===== src/rtl/thor2021_mc_sequencer.sv =====
// Multi-cycle execution sequencer: runs one MUL/DIV/MEM/FLOW op at a time,
// stalls issue while busy and reports completion with the captured target.
module thor2021_mc_sequencer #(
  parameter int MUL_LAT = 4,
  parameter int DIV_TMO = 100
) (
  input  logic       clk_i,
  input  logic       rst_ni,
  input  logic       issue_i,
  input  logic [2:0] op_i,
  input  logic [5:0] rt_i,
  input  logic       rfwr_i,
  input  logic       flush_i,
  output logic       ready_o,
  output logic       stall_o,
  output logic       mul_start_o,
  output logic       div_start_o,
  input  logic       div_done_i,
  output logic       div_abort_o,
  output logic       mem_req_o,
  input  logic       mem_ack_i,
  output logic       done_o,
  output logic [5:0] done_rt_o,
  output logic       done_rfwr_o,
  output logic       err_o
);

  localparam int CNT_W = 8;
  localparam logic [2:0] OP_MUL  = 3'd1;
  localparam logic [2:0] OP_DIV  = 3'd2;
  localparam logic [2:0] OP_MEM  = 3'd3;
  localparam logic [2:0] OP_FLOW = 3'd4;

  typedef enum logic [2:0] {
    S_IDLE, S_MUL_WAIT, S_DIV_WAIT, S_MEM_WAIT, S_FLOW_WAIT, S_DONE
  } state_t;

  state_t             state, state_n;
  logic [CNT_W-1:0]   cnt, cnt_n;
  logic [5:0]         rt_q;
  logic               rfwr_q, err_q, err_n;
  logic               mul_start_n, div_start_n, div_abort_n, mem_req_n;
  logic               op_ok, accept;

  assign op_ok   = (op_i == OP_MUL) || (op_i == OP_DIV) ||
                   (op_i == OP_MEM) || (op_i == OP_FLOW);
  assign ready_o = ((state == S_IDLE) || (state == S_DONE)) && !flush_i;
  assign stall_o = issue_i & ~ready_o;
  assign accept  = issue_i & ready_o & op_ok;

  assign done_o      = (state == S_DONE);
  assign done_rt_o   = done_o ? rt_q : 6'd0;
  assign done_rfwr_o = done_o & rfwr_q;
  assign err_o       = done_o & err_q;

  always_comb begin
    state_n     = state;
    cnt_n       = cnt;
    err_n       = err_q;
    mul_start_n = 1'b0;
    div_start_n = 1'b0;
    div_abort_n = 1'b0;
    mem_req_n   = 1'b0;
    if (flush_i && state != S_IDLE) begin
      state_n     = S_IDLE;
      cnt_n       = '0;
      div_abort_n = (state == S_DIV_WAIT);
    end else begin
      unique case (state)
        S_IDLE, S_DONE: begin
          if (accept) begin
            err_n = 1'b0;
            unique case (op_i)
              OP_MUL: begin
                state_n     = S_MUL_WAIT;
                mul_start_n = 1'b1;
                cnt_n       = CNT_W'(MUL_LAT - 1);
              end
              OP_DIV: begin
                state_n     = S_DIV_WAIT;
                div_start_n = 1'b1;
                cnt_n       = CNT_W'(DIV_TMO - 1);
              end
              OP_MEM: begin
                state_n   = S_MEM_WAIT;
                mem_req_n = 1'b1;
              end
              default: state_n = S_FLOW_WAIT;
            endcase
          end else if (state == S_DONE) begin
            state_n = S_IDLE;
          end
        end
        // The start cycle does not count toward the latency/timeout window.
        S_MUL_WAIT: begin
          if (!mul_start_o) begin
            if (cnt == '0) state_n = S_DONE;
            else           cnt_n   = cnt - 1'b1;
          end
        end
        S_DIV_WAIT: begin
          if (!div_start_o) begin
            if (div_done_i) begin
              state_n = S_DONE;
              err_n   = 1'b0;
            end else if (cnt == '0) begin
              state_n = S_DONE;
              err_n   = 1'b1;
            end else begin
              cnt_n = cnt - 1'b1;
            end
          end
        end
        S_MEM_WAIT: begin
          if (mem_ack_i) state_n   = S_DONE;
          else           mem_req_n = 1'b1;
        end
        S_FLOW_WAIT: state_n = S_DONE;
        default:     state_n = S_IDLE;
      endcase
    end
  end

  always_ff @(posedge clk_i or negedge rst_ni) begin
    if (!rst_ni) begin
      state       <= S_IDLE;
      cnt         <= '0;
      rt_q        <= '0;
      rfwr_q      <= 1'b0;
      err_q       <= 1'b0;
      mul_start_o <= 1'b0;
      div_start_o <= 1'b0;
      div_abort_o <= 1'b0;
      mem_req_o   <= 1'b0;
    end else begin
      state       <= state_n;
      cnt         <= cnt_n;
      err_q       <= err_n;
      mul_start_o <= mul_start_n;
      div_start_o <= div_start_n;
      div_abort_o <= div_abort_n;
      mem_req_o   <= mem_req_n;
      if (accept) begin
        rt_q   <= rt_i;
        rfwr_q <= rfwr_i;
      end
    end
  end

endmodule

===== config.mk =====
export PLATFORM = sky130hd
export DESIGN_NAME = thor2021_mc_sequencer
export DESIGN_NICKNAME = d
export VERILOG_FILES = /design/src/rtl/thor2021_mc_sequencer.sv
export SDC_FILE = /design/constraint.sdc
export NUM_CORES = 1
export LEC_CHECK = 0
export BUFFER_PORTS_ARGS = -buffer_cell sky130_fd_sc_hd__buf_2
export CORE_ASPECT_RATIO = 1.4
export CORE_MARGIN = 1
export CORE_UTILIZATION = 30
export CTS_BUF_LIST = sky130_fd_sc_hd__clkbuf_8
export CTS_CLUSTER_DIAMETER = 100
export DETAILED_ROUTE_END_ITERATION = 16
export PLACE_DENSITY = 0.55
export SLEW_MARGIN = 20
export SYNTH_ARGS = -nofsm -noshare
export SYNTH_HDL_FRONTEND = slang
export SYNTH_SLANG_ARGS = --single-unit

===== constraint.sdc =====
create_clock -name clk_i -period 5.09 [get_ports clk_i]
set_clock_uncertainty 0.15 [all_clocks]
set_input_delay 0.2545 -clock clk_i [delete_from_list [all_inputs] [get_ports clk_i]]
set_output_delay 0.2545 -clock clk_i [all_outputs]
set_load 0.03 [all_outputs]

==> key figures, run 1 <==
Status
  – Status: finished clean

Synth
  – Mux cell area share after synthesis: around 8.0%
  – Synth Area in XOR/XNOR: just over 4%
  – Synth Area in Adders: 1.67%
  – Synth Instances: 152
  – Ranking of synthesized cells by area: dfrtp_1 (38%), mux2_2 (5.2%), and2_1 (4.6%), o31ai_1 (4.0%), a21oi_1 (3.0%)
  – Post-Syn Area per Cell: slightly below 10 sq um
  – Synth top area share: a little under two fifths
  – Yosys warnings: 0
  – Asr flop ratio synth: 100%
  – Post-synthesis simple-gate area fraction: between 20 and 25%
  – Sequential area share after synthesis: between 30% and 40%
  – Compound-Gate Fraction of Synth Area: around a fifth
  – Post-Synthesis Cell Area: approximately 0.0015 sq mm
  – Unique masters post-synth: 49
  – Post-synth top area cell: dfrtp_1
  – Syn_nets: between 150 and 200
  – Seq cells post-synth: 23
  – Top FF cell, synth: dfrtp_1
  – Number of synthesized flops with an enable pin: 0
  – Largest family of logic cells by synthesized area: simple AND/OR/NAND/NOR gates

Finish
  – Area delta synth->final: 15.1%
  – Multi-input gate area: 847 sq um
  – # diodes: 0
  – Most frequent cells in the layout: buf_2 (30), dfrtp_1 (23), nor2_1 (12), and2_1 (11), a21oi_1 (9)
  – # fillers: 508
  – Layout cells sized above 1: 30.9%
  – Area occupied by registers: 576 sq um
  – Nets: ~200
  – Commonest non-fill, non-tap cell in the layout: buf_2

Floorplanning
  – Die H: between 80 and 90 microns
  – Row count: 30
  – Die W: slightly above 60 microns
  – Initial Util: between 30% and 40%
  – I/O pins: 31
  – Core area: roughly 0.0048 sq mm
  – Die area: 0.00530 sq mm

Power and ir drop
  – Switch Pwr: between 0.1 and 0.15 mW
  – Maximum vdd drop: approximately 0.000077 V
  – Power consumption: approximately 0.40 mW
  – Sequential Power Share: 53.5%
  – Sw Ratio: a little over a quarter
  – Leakage power: a little under 0.8 nW
  – Power density cells: between 200 and 250 mW/mm^2
  – Internal: approximately 0.29 mW
  – Clock share of power: a little under 30%
  – Comb power frac: approximately 17%

STA
  – Max_slew headroom: between 40% and 50%
  – RSZ-0062 raised after global routing: no
  – FMAX: approximately 400 MHz
  – Final setup TNS: 0 ns
  – Max Transition Viols Final: 0
  – Final Hold Violating Endpoints: 0
  – Setup-failing EPs final: 0
  – Period utilization: between 50 and 60%
  – Post-route minimum period: about 2.5 ns
  – Worst-Margin Slew: ~0.76 ns

Clock network
  – H-tree levels: 1
  – Num CTS Buffers: 3
  – Clock buffer depth: 2
  – CTS clock-pin slew for the worst setup and hold paths: around 0.090 ns
  – Clock Latency Late Sink: around 0.27 ns
  – CTS tree: done
  – Clk sinks: 23
  – Root Driver: clkbuf_8

Route
  – DRT antenna net count: 0
  – Total number of vias: around 1300
  – Routed WL: around 3500 microns
  – Initial DRC count: between 100 and 150
  – DRC Markers: 0
  – DR WL/cell: 14.3 microns
  – Drt first pass iters: 4
  – Vias/cell: about 5.2

GRT
  – Largest net degree at the start of global routing: 24
  – Initial antenna violation count: 0
  – GR Overflow Total: 0
  – GR Util All Layers: approximately 14%
  – First-pass GRT wire length: approximately 5600 microns
  – Vias in the first global route: ~1100

Critical path
  – Critical path class: reg2reg
  – Worst endpoint data arrival time: around 2.6 ns
  – Crit path capture type: register
  – Critical Path RT: 5.10 ns
  – CP Launch Type: register
  – Crit-path max FO: 19

Place
  – DP HPWL: approximately 2500 microns
  – Placer Congestion: 0.824
  – Buffers on Ports: 30

Flow run
  – Max-Cap Viols: 0

Min path
  – Hold Crit Class: in2reg
==> synthesized netlist by cell type (all sizes together) (2+ instances only) <==
| library cell | n |
|---|---|
| and2 | 11 |
| clkbuf | 2 |
| or2 | 3 |
| a211oi | 2 |
| inv | 5 |
| o41ai | 2 |
| a211o | 2 |
| nor2b | 3 |
| nand2b | 2 |
| or3b | 2 |
| o21ai | 7 |
| nand2 | 3 |
| ha | 2 |
| a21oi | 9 |
| nand3b | 4 |
| buf | 7 |
| xnor2 | 4 |
| mux2 | 10 |
| nand3 | 5 |
| dfrtp | 23 |
| nor2 | 13 |
| a31oi | 2 |
| nor3 | 5 |
| a22o | 3 |
| o31ai | 8 |
==> worst paths after layout <==
check,from,end,slack (ns),depth (start not counted)
worst max-delay path,state[0],cnt[0],2.54,5
worst min-delay path,rt_i[2],rt_q[2],0.05,2
worst max register to register,state[0],cnt[0],2.54,5
worst min register to register,err_q,err_q,0.34,1
max in group asynchronous,rst_ni,cnt[3],4.08,2
min in group asynchronous,rst_ni,div_start_o,0.34,2
==> layer usage <==
layer  vias to the layer above  wire (microns)  global-route usage, %  share of wire (%)
met2                        46            1770                   23.5                 51
met1                       597            1430                   17.8                 41
li1                        609               -                      -                  -
met3                         7             170                   1.81                4.9
met5                         -               0                      0                  0
met4                         0              90                   7.07                2.6
==> per-stage QoR <==
step                std cells  setup WS (ns)  utilization (%)  hold WS [ns]  instance area, sq um
floorplan                 152           2.95                -        -0.191                  1500
global placement          237           2.59             34.5         0.132                  1670
detailed placement        237           2.60             34.5         0.139                  1670
CTS                       242           2.58             35.7        0.0519                  1730
global route              242           2.39             35.7        0.0473                  1730
finish                    242           2.54             35.7        0.0550                  1730
==> state kept, by name (all words and copies together) (netlist names) <==
register / cells
rt_q: 6
rfwr_q: 1
mem_req_o: 1
mul_start_o: 1
div_start_o: 1
cnt: 8
err_q: 1
state: 3
div_abort_o: 1
==> power groups by stage <==
stage | logic [mW] | registers [mW] | clock network (mW)
3_5_place_dp | 0.0669 | 0.216 | 0
3_3_place_gp | 0.0663 | 0.216 | 0
6_report | 0.0664 | 0.213 | 0.118
2_1_floorplan | 0.0472 | 0.213 | 0
4_1_cts | 0.0673 | 0.213 | 0.122
5_1_grt | 0.0746 | 0.215 | 0.130
==> logic make-up (layout without fill, tap and decap cells) <==
group	Yosys count	after routing
buffers and inverters	14	40
XOR/XNOR	4	4
AO/OA/AOI/OAI	42	42
adder cells (fa/ha/maj)	2	2
AND/OR/NAND/NOR	57	57
flip-flops	23	23
multiplexers	10	10
==> critical path, cell delays in order (launching register included) <==
cell and delay [ns]:
dfrtp_1 0.76, nand3b_1 0.14, a211oi_1 0.41, a211o_1 0.29, or2_1 0.35, mux2_4 0.33
==> final cells by class <==
| cell class | count | share of cell area [%] |
|---|---|---|
| sequential | 23 | 33.3 |
| tap | 64 | 4.63 |
| clock inverter | 1 | 0.290 |
| multi-input combinational | 115 | 49.0 |
| inverter | 5 | 1.09 |
| clock buffer | 3 | 2.39 |
| timing repair buffer | 31 | 9.27 |
==> what timing repair did <==
action,4_1_cts,5_1_grt
hold endpoints to repair,23,0
hold buffers,1,0
resized for setup,0,0
setup buffers,0,0
Note: power is estimated with default switching activity, not from simulation.
==> run 2, diff against run 1 <==
Settings changed: PLACE_DENSITY 0.55 to 0.57.
Clock period 5.09 ns to 2.1 ns, I/O delays scaled along.
==> run 2 against run 1 <==
Net effect:
- power increased to 2.6 times the previous value
- sequential cell count unchanged
- sequential power grew 140%
- critical path depth increased by 2
- worst hold slack got worse by 0.0038 ns
- cell area rose by 22%
- first-iteration DRC count is 6.8% higher
- via count grew 11%
- utilization increased by 7.9 points
- sequential share of layout area decreased by 5.8 points
- critical endpoint is now err_q
- largest cell class unchanged
- highest routed layer unchanged
==> key figures, run 2 (synthesis gave the netlist of run 1 again) <==
Status
  – Status: finished clean (unchanged)

Clock network
  – Clk sinks: 23 (unchanged)
  – Clock Latency Late Sink: 0.27 ns (about the same)
  – Num CTS Buffers: 3 (unchanged)
  – CTS clock-pin slew for the worst setup and hold paths: 0.09 ns (about the same)
  – CTS tree: done (unchanged)
  – H-tree levels: 1 (unchanged)
  – Root Driver: clkbuf_8 (unchanged)
  – Clock buffer depth: 2 (unchanged)

Floorplanning
  – Die H: 85.7 microns (unchanged)
  – Initial Util: 31.0% (unchanged)
  – Row count: 30 (unchanged)
  – Die W: 61.8 microns (unchanged)
  – Die area: 0.00530 sq mm (unchanged)
  – I/O pins: 31 (unchanged)
  – Core area: 0.00484 sq mm (unchanged)

Critical path
  – Critical path class: reg2reg (unchanged)
  – R2R setup slack: 0.05 ns (was 2.54 ns)
  – Critical Path Start: cnt[0] (was state[0])
  – Crit Reg-Reg Endpoint: err_q (was cnt[0])
  – Crit-path max FO: 2 (was 19)
  – Worst endpoint data arrival time: 2.07 ns (was 2.56 ns)
  – Crit path capture type: register (unchanged)
  – Reg-to-Reg Start: cnt[0] (was state[0])
  – Setup crit end: err_q (was cnt[0])
  – Worst Reg-to-Reg Cells: 7 (was 5)
  – Critical Path RT: 2.12 ns (was 5.10 ns)
  – CP Launch Type: register (unchanged)

Power and ir drop
  – Maximum vdd drop: 0.000191 V (was 0.0000772 V)
  – Power density cells: 486 mW/mm^2 (was 230 mW/mm^2)
  – Power consumption: 1.02 mW (was 0.398 mW)
  – Leakage power: 0.966 nW (was 0.783 nW)

Finish
  – Largest register FFs: 8 (unchanged)
  – Area delta synth->final: 40.4% (was 15.1%)
  – Layout cells sized above 1: 45.6% (was 30.9%)
  – Nets: 236 (was 197)
  – Post-Route Utilization: 43.5% (was 35.7%)
  – Biggest register: cnt (unchanged)
  – Leading registers by flop count: cnt x8, rt_q x6, state x3 (unchanged)
  – Most frequent cells in the layout: buf_2 (30), buf_4 (30), dfrtp_1 (20), nor2_1 (12), and2_1 (11) (was buf_2 (30), dfrtp_1 (23), nor2_1 (12), and2_1 (11), a21oi_1 (9))
  – # diodes: 0 (unchanged)

GRT
  – First-pass GRT wire length: 6000 microns (was 5570 microns)
  – Initial antenna violation count: 0 (unchanged)
  – GR Overflow Total: 0 (unchanged)
  – Vias in the first global route: 1339 (was 1126)
  – GR Util All Layers: 15.5% (was 14.3%)
  – Largest net degree at the start of global routing: 24 (unchanged)

Route
  – Drt first pass iters: 4 (unchanged)
  – Vias/cell: 4.98 (was 5.20)
  – Total number of vias: 1399 (was 1259)
  – Routed WL: 3850 microns (was 3450 microns)
  – DRC Markers: 0 (unchanged)
  – Initial DRC count: 110 (was 103)
  – DR WL/cell: 13.7 microns (was 14.3 microns)
  – DRT antenna net count: 0 (unchanged)

STA
  – Setup-failing EPs final: 0 (unchanged)
  – Hold Slack: 0.0511 ns (was 0.0550 ns)
  – Max_slew headroom: 63.4% (was 48.7%)
  – Period utilization: 97.6% (was 50.0%)
  – Final Hold Violating Endpoints: 0 (unchanged)
  – Post-route minimum period: 2.05 ns (was 2.55 ns)
  – Max Transition Viols Final: 0 (unchanged)
  – Worst-Margin Slew: 0.549 ns (was 0.762 ns)
  – RSZ-0062 raised after global routing: yes (was no)
  – FMAX: 488 MHz (was 393 MHz)

Place
  – Buffers on Ports: 30 (unchanged)
  – Placer Congestion: 0.853 (was 0.824)
  – DP HPWL: 2810 microns (was 2530 microns)

Flow run
  – Max-Cap Viols: 0 (unchanged)

Min path
  – Hold Crit Class: in2reg (unchanged)
## run 2: power breakdown
group	internal, mW	switching (mW)
registers	0.489	0.0272
logic	0.122	0.101
clock network	0.133	0.152
total	0.744	0.280
## run 2: final cells by class
class | instances | area, sq um
Timing Repair Buffer | 70 | 475
Tap cell | 64 | 80.1
Clock buffer | 3 | 41.3
Fill cell | 483 | 2730
Clock inverter | 1 | 5.00
Inverter | 5 | 18.8
Multi-Input combinational cell | 115 | 908
Sequential cell | 23 | 579
## run 2: through the flow
| stage | instances | instance area [sq um] | worst slack [ns] | setup TNS, ns |
|---|---|---|---|---|
| finish | 281 | 2110 | 0.0496 | 0 |
| global route | 281 | 2110 | -0.0323 | -0.0323 |
| CTS | 280 | 2070 | 0.00356 | 0 |
| detailed placement | 266 | 1900 | -0.0507 | -0.183 |
| global placement | 266 | 1900 | -0.0184 | -0.0507 |
| floorplan | 152 | 1510 | -0.0364 | -0.0729 |
## run 2: repair_timing
item / in CTS / in global routing
setup endpoints to repair: 7 / 5
gates resized for setup: 5 / 10
endpoints found under the hold margin: 32 / 0
buffers inserted: 0 / 1
pin swaps: 1 / 2
hold buffers: 10 / 0
## run 2: worst min-delay path by stage
stage / from / to / slack (ns) / cells after the start
2_1_floorplan: rst_ni / cnt[0] / -0.34 / 0
3_3_place_gp: rst_ni / mul_start_o / -0.03 / 1
3_5_place_dp: rst_ni / mul_start_o / -0.03 / 1
4_1_cts: flush_i / div_abort_o / 0.04 / 2
5_1_grt: op_i[2] / mul_start_o / 0.06 / 3
6_report: flush_i / div_abort_o / 0.05 / 2
## run 2: routing by layer
| metal | wire [microns] | global-route usage, % | part of all wire, % | vias to the layer above |
|---|---|---|---|---|
| li1 | - | - | - | 690 |
| met1 | 1620 | 17.2 | 42 | 673 |
| met2 | 2050 | 27.4 | 53 | 27 |
| met3 | 69 | 2.11 | 1.8 | 9 |
| met4 | 114 | 8.08 | 3.0 | 0 |
| met5 | 0 | 0 | 0 | - |
## run 2: worst max-delay path, stage by stage, from the launching register on
cell	delay, ns
dfrtp_1	0.40
inv_2	0.08
ha_4	0.13
nor3b_4	0.22
a21oi_2	0.08
or4_4	0.42
a21oi_2	0.16
mux2_4	0.31
==> run 3, diff against run 2 <==
Settings changed: CORE_ASPECT_RATIO 1.4 to 1.75.
==> run 3 against run 2 <==
Net effect:
- largest cell class unchanged
- worst hold slack worse by 0.0024 ns
- die area rose by 0.13%
- largest power group unchanged
- register-to-register slack about the same
- critical endpoint unchanged
- critical path type unchanged
- sequential power barely moved
- first-iteration DRC count fell by 74%
- non-clock buffer count increased by 3
==> key figures, run 3 (synthesis gave the netlist of run 1 again) <==
STA
  – Max Transition Viols Final: 0 (unchanged)
  – Setup-failing EPs final: 0 (unchanged)
  – Period utilization: 97.6% (about the same)
  – Post-route minimum period: 2.05 ns (about the same)
  – Final Hold Violating Endpoints: 0 (unchanged)
  – Max_slew headroom: 63.7% (was 63.4%)
  – Worst-Margin Slew: 0.544 ns (was 0.549 ns)
  – FMAX: 488 MHz (about the same)
  – RSZ-0062 raised after global routing: yes (unchanged)

Floorplanning
  – Initial Util: 31.6% (was 31.0%)
  – Core area: 0.00475 sq mm (was 0.00484 sq mm)
  – Row count: 33 (was 30)
  – Die area: 0.00530 sq mm (about the same)
  – Die H: 95.6 microns (was 85.7 microns)
  – I/O pins: 31 (unchanged)
  – Die W: 55.5 microns (was 61.8 microns)

Clock network
  – CTS tree: done (unchanged)
  – CTS clock-pin slew for the worst setup and hold paths: 0.09 ns (about the same)
  – Num CTS Buffers: 3 (unchanged)
  – Root Driver: clkbuf_8 (unchanged)
  – Clock Latency Late Sink: 0.27 ns (about the same)
  – Clock buffer depth: 2 (unchanged)
  – H-tree levels: 1 (unchanged)
  – Clk sinks: 23 (unchanged)

Finish
  – Largest register FFs: 8 (unchanged)
  – Area delta synth->final: 39.1% (was 40.4%)
  – Multi-input gate area: 880 sq um (was 908 sq um)
  – Layout cells sized above 1: 43.6% (was 45.6%)
  – Leading registers by flop count: cnt x8, rt_q x6, state x3 (unchanged)
  – Commonest non-fill, non-tap cell in the layout: buf_4
  – Area occupied by registers: 578 sq um (was 579 sq um)
  – Biggest register: cnt (unchanged)
  – # diodes: 0 (unchanged)
  – Nets: 239 (was 236)
  – Post-Route Utilization: 44.0% (was 43.5%)
  – # fillers: 467 (was 483)
  – Most frequent cells in the layout: buf_4 (33), buf_2 (30), dfrtp_1 (21), nor2_1 (12), and2_1 (11) (was buf_2 (30), buf_4 (30), dfrtp_1 (20), nor2_1 (12), and2_1 (11))

Power and ir drop
  – Sw Ratio: 27.1% (was 27.4%)
  – Internal: 0.746 mW (was 0.744 mW)
  – Maximum vdd drop: 0.000239 V (was 0.000191 V)
  – Comb power frac: 21.5% (was 21.8%)
  – Clock share of power: 28.2% (was 27.8%)
  – Sequential Power Share: 50.3% (was 50.4%)
  – Power density cells: 490 mW/mm^2 (was 486 mW/mm^2)
  – Power consumption: 1.02 mW (about the same)
  – Leakage power: 0.987 nW (was 0.966 nW)
  – Switch Pwr: 0.277 mW (was 0.280 mW)

Critical path
  – Crit path capture type: register (unchanged)
  – Worst endpoint data arrival time: 2.06 ns (was 2.07 ns)
  – CP Launch Type: register (unchanged)
  – Critical path class: reg2reg (unchanged)
  – Reg-to-Reg Start: cnt[0] (unchanged)
  – Crit-path max FO: 2 (unchanged)
  – Critical Path Start: cnt[0] (unchanged)
  – Critical Path RT: 2.11 ns (was 2.12 ns)

Min path
  – Hold Crit Class: in2reg (unchanged)
  – HP Start: flush_i (unchanged)

Flow run
  – Max-Cap Viols: 0 (unchanged)

Place
  – DP HPWL: 3120 microns (was 2810 microns)
  – Buffers on Ports: 30 (unchanged)
  – Placer Congestion: 0.901 (was 0.853)

Route
  – Drt first pass iters: 4 (unchanged)
  – DRC Markers: 0 (unchanged)
  – DR WL/cell: 14.7 microns (was 13.7 microns)
  – Initial DRC count: 29 (was 110)
  – Routed WL: 4000 microns (was 3850 microns)
  – DRT antenna net count: 0 (unchanged)
  – Total number of vias: 1384 (was 1399)
  – Vias/cell: 5.09 (was 4.98)

GRT
  – First-pass GRT wire length: 6420 microns (was 6000 microns)
  – GR Util All Layers: 15.7% (was 15.5%)
  – GR Overflow Total: 0 (unchanged)
  – Vias in the first global route: 1377 (was 1339)
  – Largest net degree at the start of global routing: 24 (unchanged)
  – Initial antenna violation count: 0 (unchanged)

Status
  – Status: finished clean (unchanged)
[run 3: cell count changes in the layout (fill, tap and decap cells not counted), sizes merged]
cell	change
clkinv	-1
buf	+3
clkinvlp	+1
[run 3: path summary, 6_finish.rpt]
kind,cells past startpoint,slack [ns],endpoint
min,2,0.05,div_abort_o
min reg2reg,1,0.34,err_q
max,7,0.05,err_q
max reg2reg,7,0.05,err_q
max in group asynchronous,2,1.21,state[2]
min in group asynchronous,2,0.19,mem_req_o
[run 3: power by group through the flow]
| stage | Sequential [mW] | Combinational (mW) | Clock, mW |
|---|---|---|---|
| after global placement | 0.521 | 0.198 | 0 |
| after global routing | 0.520 | 0.239 | 0.321 |
| after detailed placement | 0.523 | 0.199 | 0 |
| after CTS | 0.514 | 0.215 | 0.307 |
| final | 0.514 | 0.220 | 0.288 |
| after floorplan | 0.518 | 0.116 | 0 |
[run 3: layout make-up]
cell class	count	area share (%)
inverter	5	0.899
tap	52	3.12
clock inverter	1	0.359
clock buffer	3	1.98
timing repair buffer	73	23.8
multi-input combinational	115	42.1
sequential	23	27.7
[run 3: metal layers]
| layer | track usage, % | vias up | share of wire (%) |
|---|---|---|---|
| met5 | 0 | - | 0 |
| met4 | 7.71 | 0 | 2.6 |
| met3 | 1.36 | 8 | 1.5 |
| met2 | 31.3 | 17 | 57 |
| met1 | 16.1 | 670 | 39 |
| li1 | - | 689 | - |
[run 3: metrics by stage]
step / hold WS [ns] / setup TNS, ns / cell area [sq um] / instances / setup slack, ns
CTS: 0.0399 / 0 / 2050 / 270 / 0.0167
floorplan: -0.341 / -0.0729 / 1510 / 152 / -0.0364
detailed placement: -0.0104 / -0.115 / 1900 / 256 / -0.0580
global placement: -0.0173 / -0.152 / 1900 / 256 / -0.0766
finish: 0.0487 / 0 / 2090 / 272 / 0.0509
global route: 0.0499 / -0.0832 / 2090 / 272 / -0.0714
[run 3: critical path, cell delays in order (launching register included)]
cell	delay, ns
dfrtp_1	0.38
inv_1	0.08
ha_2	0.16
nor3b_2	0.16
a21oi_1	0.10
or4_1	0.43
a21oi_2	0.15
mux2_1	0.33
[run 3: what timing repair did]
item / CTS / global route
endpoints found under the hold margin: 32 / 0
pin swaps: 0 / 1
setup buffers: 0 / 2
hold buffers: 10 / 0
gates resized for setup: 1 / 5
setup endpoints to repair: 4 / 7
